[config.mk]
export PLATFORM = sky130hd
export DESIGN_NAME = mult_ctrl
export DESIGN_NICKNAME = d
export VERILOG_FILES = /design/src/rtl/mult_ctrl_pkg.sv /design/src/rtl/mult_ctrl.sv
export SDC_FILE = /design/constraint.sdc
export NUM_CORES = 1
export LEC_CHECK = 0
export ABC_AREA = 1
export BUFFER_PORTS_ARGS = -buffer_cell sky130_fd_sc_hd__buf_2
export CAP_MARGIN = 40
export CELL_PAD_IN_SITES_DETAIL_PLACEMENT = 2
export CELL_PAD_IN_SITES_GLOBAL_PLACEMENT = 2
export CORE_MARGIN = 10
export CORE_UTILIZATION = 27
export DETAILED_ROUTE_END_ITERATION = 8
export PLACE_DENSITY = 0.76
export SKIP_LAST_GASP = 1
export SYNTH_ARGS = -nofsm -noshare
export SYNTH_HDL_FRONTEND = slang
export SYNTH_SLANG_ARGS = --single-unit
[constraint.sdc]
create_clock -name clk -period 4.74 [get_ports clk]
set_input_delay 0.474 -clock clk [delete_from_list [all_inputs] [get_ports clk]]
set_output_delay 0.474 -clock clk [all_outputs]
set_load 0.01 [all_outputs]
[src/rtl/mult_ctrl_pkg.sv]
// Shared encodings for the execute-stage multiply controller.
// Opcode values match the EX decode of ex_op.
package mult_ctrl_pkg;

    localparam logic [2:0] OP_NOP   = 3'd0;
    localparam logic [2:0] OP_MULT  = 3'd1;
    localparam logic [2:0] OP_MULTU = 3'd2;
    localparam logic [2:0] OP_MFHI  = 3'd3;
    localparam logic [2:0] OP_MFLO  = 3'd4;
    localparam logic [2:0] OP_MTHI  = 3'd5;
    localparam logic [2:0] OP_MTLO  = 3'd6;

    localparam int unsigned DEF_MAX_LAT = 40;

    typedef enum logic [1:0] {
        S_IDLE,
        S_ISSUE,
        S_WAIT
    } state_e;

endpackage

[src/rtl/mult_ctrl.sv]
// HI/LO owner and sequencer for the serial multiplier: launches one multiply at a time,
// stalls EX while it is pending, commits or discards the product, and times out a dead unit.
module mult_ctrl
    import mult_ctrl_pkg::*;
#(
    parameter int unsigned WIDTH   = 32,
    parameter int unsigned MAX_LAT = DEF_MAX_LAT
) (
    input  logic               clk,
    input  logic               rst,
    input  logic               ex_valid,
    input  logic [2:0]         ex_op,
    input  logic [WIDTH-1:0]   ex_rs,
    input  logic [WIDTH-1:0]   ex_rt,
    input  logic               flush,
    output logic               stall,
    output logic [WIDTH-1:0]   rd_data,
    output logic               rd_valid,
    output logic               m_start,
    output logic               m_sgn,
    output logic [WIDTH-1:0]   m_srcA,
    output logic [WIDTH-1:0]   m_srcB,
    input  logic [2*WIDTH-1:0] m_prod,
    input  logic               m_prodv,
    output logic               busy,
    output logic               err
);

    localparam int unsigned     CntW    = $clog2(MAX_LAT) + 1;
    localparam logic [CntW-1:0] CntLast = CntW'(MAX_LAT - 1);

    state_e           state_q, state_d;
    logic [WIDTH-1:0] hi_q, hi_d;
    logic [WIDTH-1:0] lo_q, lo_d;
    logic [WIDTH-1:0] srca_q, srca_d;
    logic [WIDTH-1:0] srcb_q, srcb_d;
    logic [CntW-1:0]  cnt_q, cnt_d;
    logic             cancel_q, cancel_d;
    logic             err_q, err_d;
    logic             start_q, start_d;
    logic             sgn_q, sgn_d;

    logic op_live;
    logic op_real;
    logic idle;

    assign op_live = ex_valid & ~flush;
    // Opcode 7 is reserved and behaves as a NOP, so it never stalls.
    assign op_real = (ex_op != OP_NOP) && (ex_op != 3'd7);
    assign idle    = (state_q == S_IDLE);

    assign stall    = op_live & op_real & ~idle;
    assign rd_valid = op_live & idle & ((ex_op == OP_MFHI) | (ex_op == OP_MFLO));
    assign busy     = ~idle;
    assign err      = err_q;
    assign m_start  = start_q;
    assign m_sgn    = sgn_q;
    assign m_srcA   = srca_q;
    assign m_srcB   = srcb_q;

    always_comb begin
        rd_data = '0;
        if (rd_valid) begin
            rd_data = (ex_op == OP_MFHI) ? hi_q : lo_q;
        end
    end

    always_comb begin
        state_d  = state_q;
        hi_d     = hi_q;
        lo_d     = lo_q;
        srca_d   = srca_q;
        srcb_d   = srcb_q;
        cnt_d    = cnt_q;
        cancel_d = cancel_q;
        err_d    = err_q;
        start_d  = 1'b0;
        sgn_d    = sgn_q;

        unique case (state_q)
            S_IDLE: begin
                if (op_live) begin
                    case (ex_op)
                        OP_MULT, OP_MULTU: begin
                            srca_d   = ex_rs;
                            srcb_d   = ex_rt;
                            sgn_d    = (ex_op == OP_MULT);
                            cancel_d = 1'b0;
                            start_d  = 1'b1;
                            state_d  = S_ISSUE;
                        end
                        OP_MTHI: hi_d = ex_rs;
                        OP_MTLO: lo_d = ex_rs;
                        default: ;
                    endcase
                end
            end
            S_ISSUE: begin
                cnt_d   = '0;
                state_d = S_WAIT;
                if (flush) begin
                    cancel_d = 1'b1;
                end
            end
            S_WAIT: begin
                cnt_d = cnt_q + 1'b1;
                if (flush) begin
                    cancel_d = 1'b1;
                end
                // A flush coinciding with the product also discards it.
                if (m_prodv) begin
                    if (!cancel_q && !flush) begin
                        hi_d = m_prod[2*WIDTH-1:WIDTH];
                        lo_d = m_prod[WIDTH-1:0];
                    end
                    state_d = S_IDLE;
                end else if (cnt_q == CntLast) begin
                    err_d   = 1'b1;
                    state_d = S_IDLE;
                end
            end
            default: state_d = S_IDLE;
        endcase
    end

    always_ff @(posedge clk or posedge rst) begin
        if (rst) begin
            state_q  <= S_IDLE;
            hi_q     <= '0;
            lo_q     <= '0;
            srca_q   <= '0;
            srcb_q   <= '0;
            cnt_q    <= '0;
            cancel_q <= 1'b0;
            err_q    <= 1'b0;
            start_q  <= 1'b0;
            sgn_q    <= 1'b0;
        end else begin
            state_q  <= state_d;
            hi_q     <= hi_d;
            lo_q     <= lo_d;
            srca_q   <= srca_d;
            srcb_q   <= srcb_d;
            cnt_q    <= cnt_d;
            cancel_q <= cancel_d;
            err_q    <= err_d;
            start_q  <= start_d;
            sgn_q    <= sgn_d;
        end
    end

endmodule

Word-level counts from Yosys, hierarchy flattened
Cells that the tools add are included.
{ "op_classes": {"add_sub_neg": 1, "eq_ne": 18, "muxes": 25, "bitwise": 9, "n_reduce_logical": 17} }
{ "op_table": {"columns": ["cell", "n"], "rows": [
  ["32-bit two-way mux", 10],
  ["32-bit case mux with 2 select lines", 2],
  ["7-bit case mux with 2 select lines", 1],
  ["5-bit AND reduction", 2],
  ["3-bit == test, second input constant", 3],
  ["3-bit AND reduction", 3],
  ["2-bit two-way mux", 4],
  ["2-bit by 1-bit inequality test with 1-bit output, second input constant", 4],
  ["7-bit by 1-bit adder with 7-bit output, second input constant", 1],
  ["7-bit by 6-bit == test with 1-bit output, second input constant", 1],
  ["3-bit by 2-bit == test with 1-bit output, second input constant", 2],
  ["1-bit two-way mux", 6],
  ["2-bit inequality test, second input constant", 3],
  ["3-bit inequality test, second input constant", 2],
  ["2-bit case mux with 3 select lines", 1],
  ["2-bit nonzero test", 3],
  ["1-bit bitwise AND", 5],
  ["4-bit AND reduction", 1],
  ["2-bit OR reduction", 2],
  ["3-bit by 1-bit == test with 1-bit output, second input constant", 1],
  ["1-bit NOT", 3],
  ["3-bit nonzero test", 1],
  ["2-bit by 1-bit == test with 1-bit output, second input constant", 1],
  ["2-bit == test, second input constant", 1],
  ["other kinds (5)", 7]
]} }
{ "totals": {"ff_bits": 141, "input_bits": 136, "output_inout_bits": 102, "elab_cells": 80} }

Longest topological paths before layout
Gate-level depths: netlist of the first run.
{ "depth": {"depth_word": 5, "ltp_mapped": 10} }

Worst setup path after synthesis of the first run
No wires, ideal clock.
{ "synth_timing": {"path_type": "register to output", "start": "register state_q[0]", "end": "output port rd_data[22]", "arrival_ps": 1378, "setup_slack_ps": 2888, "stages_incl_launch_ff": 8, "n_path_buf": 1, "cell_sequence": "dfrtp_1 > inv_1 > ha_1 > inv_2 > nor2_1 > nand2_1 > buf_2 > a21oi_1"} }
{ "synth_via": {"elab_chain_cells": 4} }
{ "synth_lines": {"columns": ["item", "line", "rtl"], "rows": [
  ["start, declared", "mult_ctrl.sv:32", "state_e state_q, state_d;"],
  ["start signal, assigned", "mult_ctrl.sv:139", "state_q <= state_d;"],
  ["2-bit logical NOT", "mult_ctrl.sv:50", "assign idle = (state_q == S_IDLE);"],
  ["1-bit bitwise AND (2 in series)", "mult_ctrl.sv:53", "assign rd_valid = op_live & idle & ((ex_op == OP_MFHI) | (ex_op == OP_MFLO));"],
  ["32-bit two-way mux", "mult_ctrl.sv:63", "if (rd_valid) begin"],
  ["end, declared", "mult_ctrl.sv:17", "output logic [WIDTH-1:0] rd_data,"]
]} }
No other way between the ends.

Worst setup path in the final report of the first run
{ "layout_timing": {"start": "register state_q[0]", "end": "register hi_q[23]"} }
{ "layout_via": {"elab_chain_cells": 3} }
{ "layout_lines": {"columns": ["item", "line", "rtl"], "rows": [
  ["2-bit == test or 2-bit logical NOT (tied branches)", "mult_ctrl.sv:80", "unique case (state_q)"],
  ["2-bit inequality test (no source line), or another cell as far along", null, null],
  ["5-bit AND reduction (no source line)", null, null],
  ["end signal, assigned", "mult_ctrl.sv:140", "hi_q <= hi_d;"],
  ["end, declared", "mult_ctrl.sv:33", "logic [WIDTH-1:0] hi_q, hi_d;"]
]} }
Several ways; a longest one is shown, not always the timed one.
A chain may end at the register's enable or synchronous reset.

==> results of run 1 <==
[critical path: cells and delay by family (launching register included)]
family / cells / cell delay, ns
compound gates: 1 / 0.18
buf+inv: 3 / 1.34
flops: 1 / 0.40
simple gates: 4 / 1.25
fa+ha+maj: 1 / 0.21
[synthesized netlist by cell type, types with 2 or more instances]
cell type / number / share of area (%)
nor3_1: 4 / 0.28
buf_2: 37 / 2.6
nand2_1: 540 / 29
nor3b_1: 2 / 0.21
nand3_1: 9 / 0.64
clkbuf_1: 17 / 0.90
nor2_1: 14 / 0.74
inv_1: 15 / 0.79
inv_2: 6 / 0.32
o21ai_0: 2 / 0.14
ha_1: 5 / 0.88
o21ai_2: 3 / 0.37
a21oi_1: 35 / 2.5
dfrtp_1: 141 / 50
buf_4: 14 / 1.5
nand4_1: 99 / 8.7
[stage by stage]
stage | utilization (%) | instances | setup WS [ns] | hold slack [ns] | power, mW
floorplan | - | 952 | 0.485 | 0.442 | 3.44
CTS | 35.1 | 1500 | 1.05 | 0.222 | 5.76
finish | 35.2 | 1503 | 1.17 | 0.245 | 5.64
global route | 35.1 | 1502 | 0.769 | 0.232 | 6.14
detailed placement | 32.8 | 1467 | 1.06 | 0.443 | 4.36
global placement | 32.6 | 1465 | 1.25 | 0.454 | 4.21
[state kept, by name, summed over array words and instances (netlist names)]
register / count
m_sgn: 1
m_start: 1
err: 1
m_srcB: 32
state_q: 2
cancel_q: 1
cnt_q: 7
lo_q: 32
m_srcA: 32
hi_q: 32
[worst max-delay path by stage]
stage	startpoint	endpoint	cells after the start
finish	state_q[0]	hi_q[23]	9
global route	state_q[0]	hi_q[6]	9
CTS	state_q[0]	hi_q[6]	9
detailed placement	state_q[0]	hi_q[6]	9
global placement	state_q[0]	hi_q[13]	9
floorplan	rst	cancel_q	1
[logic make-up (layout without fill, tap and decap cells)]
family | count (synthesis) | count (layout) | synth area share (%)
AOI/OAI and AO/OA | 43 | 43 | 3.25
adders and majority gates | 5 | 5 | 0.883
buffers and inverters | 90 | 303 | 6.18
DFF | 141 | 141 | 49.8
other | 0 | 3 | 0
and+or+nand+nor | 673 | 673 | 39.9
[power by group through the flow]
stage	clock network [mW]	registers, mW	logic, mW
finish	1.35	2.05	2.23
global route	1.46	2.13	2.55
CTS	1.40	2.06	2.30
detailed placement	0	2.07	2.29
global placement	0	2.04	2.17
floorplan	0	2.16	1.28
[cell type report]
cell class / count / area share [%]
Tap cell: 335 / 4.60
Clock inverter: 12 / 1.48
Timing Repair Buffer: 249 / 14.5
Multi-Input combinational cell: 721 / 34.7
Inverter: 22 / 0.975
Clock buffer: 20 / 4.90
Sequential cell: 141 / 38.7
Antenna cell: 3 / 0.0824
[repair_timing]
action / CTS / global route
gates resized for setup: 0 / 0
hold buffers: 1 / 0
buffers inserted: 0 / 0
endpoints found under the hold margin: 21 / 0
[metal layers]
| layer | global-route usage (%) | vias to the layer above | routed length [um] |
|---|---|---|---|
| met5 | 0 | - | 18 |
| met4 | 3.74 | 2 | 257 |
| met3 | 4.43 | 18 | 1520 |
| met2 | 30.1 | 186 | 14700 |
| met1 | 22.3 | 3650 | 13400 |
| li1 | - | 3465 | - |
==> flow_summary_export.csv, run 1 <==
group,metric,value,unit
layout,final_area,9110,sq um
setup_path,reg2regPathDepth,9,
detailed_routing,viasPerCell,4.87,
layout,area_growth,28.6,%
die,initial_core_util,27.3,%
yosys,ys_seq_elements,141,
die,io-pin-count,238,
setup_path,cpMostUsedCell,"nand2_1",
yosys,syn_nets,1093,
cts,cts_buffers,17,
timing,min_period,3.57,ns
detailed_routing,routed_wl,29.9,mm
detailed_routing,dr.pass1.iters,6,
place,hpwlAfterDp,20.5,mm
timing,fin_skew,0.0117,ns
grt,antenna_found_initial,4,
pwr,swShare,41.8,%
grt,grt-ovfl-total,0,
place,port_buffers,237,
layout,regArea,3530,sq um
place,gp_congestion,0.741,
setup_path,crit_type,"register to register",
yosys,synth_warnings,0,
timing,finalCritPeriodShare,75.2,%
layout,drive_gt1_share,25.6,%
cts,max-clock-path-buffers,2,
pwr,pwr_density_cell,619,nW/um^2
layout,nNetsFinal,1293,
cts,clk_pin_slew,0.07,ns
run_status,status,"complete, no violations",
yosys,synth_edf_count,0,
die,die-height,182,um
die,num_rows,59,
pwr,peakVddDrop,259,uV
grt,grt_usage,17.7,%
yosys,synth_async_sr_flop_share,100,%
layout,nFillCells,3117,
pwr,internal-power,3.28,mW
setup_path,path_max_fanout,68,
setup_path,crit_arrival,3.86,ns
pwr,p_sw,2.36,mW
cts,root_buffer,"clkbuf_16",
yosys,ys_seq_area_share,49.8,%
detailed_routing,wire_per_inst,19.9,um
setup_path,critPathRequiredTime,5.04,ns
cts,cts_tree,"built",
pwr,power_frac_clock,24.0,%
yosys,synth_area_per_cell,7.44,sq um
grt,grt_pass1_wl,46.9,mm
detailed_routing,vias,7321,
pwr,power.leakage,5.05,nW
yosys,synth_cell_types,25,
grt,grt_max_degree,84,
timing,setup_tns,0,ns
layout,final_cell_mix,"nand2_1, buf_2, dfrtp_1",
pwr,seq_power_share,36.4,%
setup_path,rr_startpoint,"state_q[0]",
cts,htree_levels,4,
pwr,combPwrFrac,39.6,%
place,placed_cell_area,8510,sq um
yosys,synthCells,952,
timing,hold_violations,0,
setup_path,cp_slowest_cell,"nand3_2",
setup_path,startpoint_type,"register",
setup_path,cp_cell_sequence,"inv_1 > ha_2 > buf_4 > nand2_1 > o21ai_4 > buf_4 > nand3_2 > nand2_1 > nand2_1",
setup_path,reg2reg_setup_slack,1.17,ns
die,core,25900,sq um
timing,finalMaxSlewViolations,0,
yosys,synth_ff_type,"dfrtp_1",
run,drv_cap,0,
yosys,syn_area,7080,sq um
layout,multi_input_area,3160,sq um
timing,rsz0062_at_grt,"false",
cts,clk_latency,0.43,ns
setup_path,r2r_end,"hi_q[23]",
layout,layout_commonest_cell,"nand2_1",
timing,max_freq,280,MHz
hold_path,holdPathEnd,"m_srcB[30]",
detailed_routing,drt-initial-drc-count,339,
grt,grt_pass1_vias,8111,
timing,final-setup-viol-count,0,
timing,slew_headroom,40.0,%
die,die_area,33100,sq um
detailed_routing,drc,0,
hold_path,whs_path_depth,3,
detailed_routing,ant_nets,0,
timing,worst_pin_slew,0.899,ns
hold_path,worstHoldPathType,"input pin to register",
cts,cts_num_sinks,141,
die,die_w,182,um
setup_path,critical_path.endpoint_type,"register",
setup_path,slowest_delay,0.74,ns
hold_path,hp-start,"ex_rt[30]",
Note: power is estimated with default switching activity, not from simulation.
==> inputs of run 2 (changes only) <==
ABC_AREA = 0   (was 1)
CORE_UTILIZATION = 30   (was 27)
PLACE_DENSITY = 0.78   (was 0.76)
clock period = 3.4 ns   (was 4.74 ns; I/O delays follow)
==> run 2 against run 1 <==
  * Synthesized cell count decreased by 31%
  * Final cell count shrank 22%
  * Die area shrank 14%
  * First-iteration DRC count down 34%
  * Critical endpoint is now rd_data[14]
  * Largest cell class unchanged
  * Largest power group unchanged
==> flow_summary_export.csv, run 2 <==
group,metric,value,unit
cts,ctsResizeCount,0,
layout,area_growth,30.7,%
setup_path,crit_arrival,2.76,ns
setup_path,critPathRequiredTime,3.06,ns
yosys,syn_nets,797,
die,num_rows,54,
yosys,ys_seq_area_share,53.2,%
setup_path,crit_type,"register to output port",
detailed_routing,wire_per_inst,22.3,um
place,hpwlAfterDp,18.3,mm
pwr,seq_power_share,36.1,%
yosys,synthCells,656,
yosys,synth_top_area_cell,"dfrtp_1",
setup_path,startpoint_type,"register",
die,io-pin-count,238,
pwr,peakVddDrop,377,uV
pwr,internal-power,4.74,mW
die,die_area,28400,sq um
die,initial_core_util,30.5,%
detailed_routing,viasPerCell,5.18,
place,gp_congestion,0.769,
pwr,power_frac_clock,22.3,%
timing,finalCritPeriodShare,91.3,%
grt,grt-ovfl-total,0,
timing,min_period,3.10,ns
grt,grt_max_degree,73,
layout,nNetsFinal,1012,
yosys,syn_area,6630,sq um
setup_path,reg2reg_setup_slack,0.74,ns
grt,grt_pass1_wl,41.0,mm
setup_path,cp_cell_sequence,"inv_1 > ha_1 > inv_1 > or2_2 > a21o_1 > buf_12 > a21oi_1 > buf_2",
run,drv_cap,0,
yosys,synth_area_leaders,"dfrtp_1, mux2_2, nand2_1, a41oi_1, a21oi_1",
grt,antenna_found_initial,2,
timing,rsz0062_at_grt,"false",
cts,postCtsHoldBufs,0,
grt,grt_usage,18.1,%
cts,clk_latency,0.43,ns
timing,worst_pin_slew,0.849,ns
yosys,synth_edf_count,0,
cts,max-clock-path-buffers,2,
pwr,combPwrFrac,41.6,%
hold_path,worstHoldPathType,"input pin to async pin",
yosys,synth_top_area_share,53.2,%
timing,finalMaxSlewViolations,0,
pwr,pwr_density_cell,924,nW/um^2
yosys,synth_ff_type,"dfrtp_1",
setup_path,path_max_fanout,19,
layout,final_cell_mix,"buf_2, nand2_1, dfrtp_1",
setup_path,rr_startpoint,"state_q[0]",
detailed_routing,drt-initial-drc-count,225,
setup_path,cp_slowest_cell,"a21o_1",
cts,clk_pin_slew,0.07,ns
yosys,synth_commonest_cells,"nand2_1, dfrtp_1, a21oi_1, mux2_2, a41oi_1",
timing,slew_headroom,43.3,%
detailed_routing,ant_nets,0,
place,port_buffers,237,
timing,setup_tns,0,ns
cts,cts_num_sinks,141,
die,die_w,169,um
run_status,status,"complete, no violations",
pwr,power,8.01,mW
cts,root_buffer,"clkbuf_16",
setup_path,cpMostUsedCell,"inv_1",
timing,fin_skew,0.00955,ns
detailed_routing,drc,0,
setup_path,slowest_delay,0.42,ns
cts,cts_tree,"built",
timing,hold_violations,0,
yosys,yosysMostFrequentCell,"nand2_1",
detailed_routing,routed_wl,26.0,mm
layout,layout_commonest_cell,"buf_2",
grt,grt_pass1_vias,6866,
detailed_routing,vias,6035,
setup_path,critical_path.endpoint_type,"output port",
yosys,synth_async_sr_flop_share,100,%
setup_path,r2r_end,"lo_q[14]",
timing,max_freq,322,MHz
cts,post_cts_buffers,0,
detailed_routing,dr.pass1.iters,6,
timing,final-setup-viol-count,0,
setup_path,reg2regPathDepth,8,
pwr,p_sw,3.26,mW
yosys,ys_seq_elements,141,
cts,htree_levels,4,
yosys,synth_warnings,0,
pwr,power.leakage,4.10,nW
die,core,21800,sq um
layout,drive_gt1_share,40.8,%
yosys,synth_area_per_cell,10.1,sq um
pwr,swShare,40.7,%
cts,cts_buffers,17,
die,die-height,169,um
yosys,synth_cell_types,34,
## run 2: cell types whose count changed in the layout (fill, tap and decap cells not counted), sizes merged, moves of 3 or more
cell,previous run,this run
nand3,10,6
nor4,0,4
nand2b,0,3
inv,24,12
clkinv,4,9
nand2,541,167
a21o,0,4
buf,248,254
nor2,16,3
mux2,0,66
a41oi,0,64
a21oi,35,98
nand4,100,1
nor2b,0,3
## run 2: worst max-delay path by stage
stage	start	depth (start not counted)	endpoint	slack, ns
after floorplan	rst	1	cancel_q	1.30
after global placement	state_q[0]	8	hi_q[14]	0.80
after detailed placement	state_q[0]	8	lo_q[24]	0.73
after CTS	state_q[0]	8	rd_data[12]	0.24
after global routing	state_q[0]	8	rd_data[14]	0.05
final	state_q[0]	8	rd_data[14]	0.30
## run 2: stage by stage
stage                     setup slack, ns  instance area [sq um]  util (%)  hold WS (ns)  cells
after floorplan                      1.30                   6630         -         0.474    656
after global placement              0.803                   8090      37.2         0.442   1131
after detailed placement            0.727                   8110      37.3         0.451   1132
after CTS                           0.243                   8660      39.8        0.0770   1164
after global routing               0.0542                   8660      39.8         0.106   1165
final                               0.296                   8660      39.8        0.0549   1165
## run 2: power groups by stage
stage	Combinational, mW	Sequential [mW]	Clock [mW]
floorplan	2.00	3.01	0
global route	3.72	3.01	1.89
detailed placement	3.35	2.91	0
finish	3.33	2.89	1.78
global placement	3.20	2.85	0
CTS	3.40	2.90	1.83
## run 2: cell type report
class                           count  area, sq um
Timing Repair Buffer              254         1360
Clock inverter                     14          109
Fill cell                        2435        13100
Multi-Input combinational cell    448         2830
Sequential cell                   141         3530
Tap cell                          280          350
Clock buffer                       18          439
Antenna cell                        1         2.50
Inverter                            9         37.5
## run 2: kinds of logic after synthesis
group	share of synthesized area [%]
flip-flops	53.2
multiplexers	11.5
buffers and inverters	4.66
adder cells (fa/ha/maj)	0.944
XOR/XNOR	0.264
AO/OA/AOI/OAI	17.4
AND/OR/NAND/NOR	12.0
## run 2: routing by layer
| layer | GRT usage, % | up-vias | share of wire, % |
|---|---|---|---|
| met1 | 20.7 | 3052 | 41 |
| li1 | - | 2782 | - |
| met5 | 0 | - | 0 |
| met4 | 4.05 | 0 | 0.75 |
| met2 | 30.8 | 183 | 50 |
| met3 | 7.46 | 18 | 8.9 |
## run 2: worst max-delay path: cells and delay by family (launching register included)
kind,cells,cell delay (ns)
adder cells (fa/ha/maj),1,0.34
flip-flops,1,0.39
AO/OA/AOI/OAI,2,0.58
AND/OR/NAND/NOR,1,0.33
buffers and inverters,4,0.70
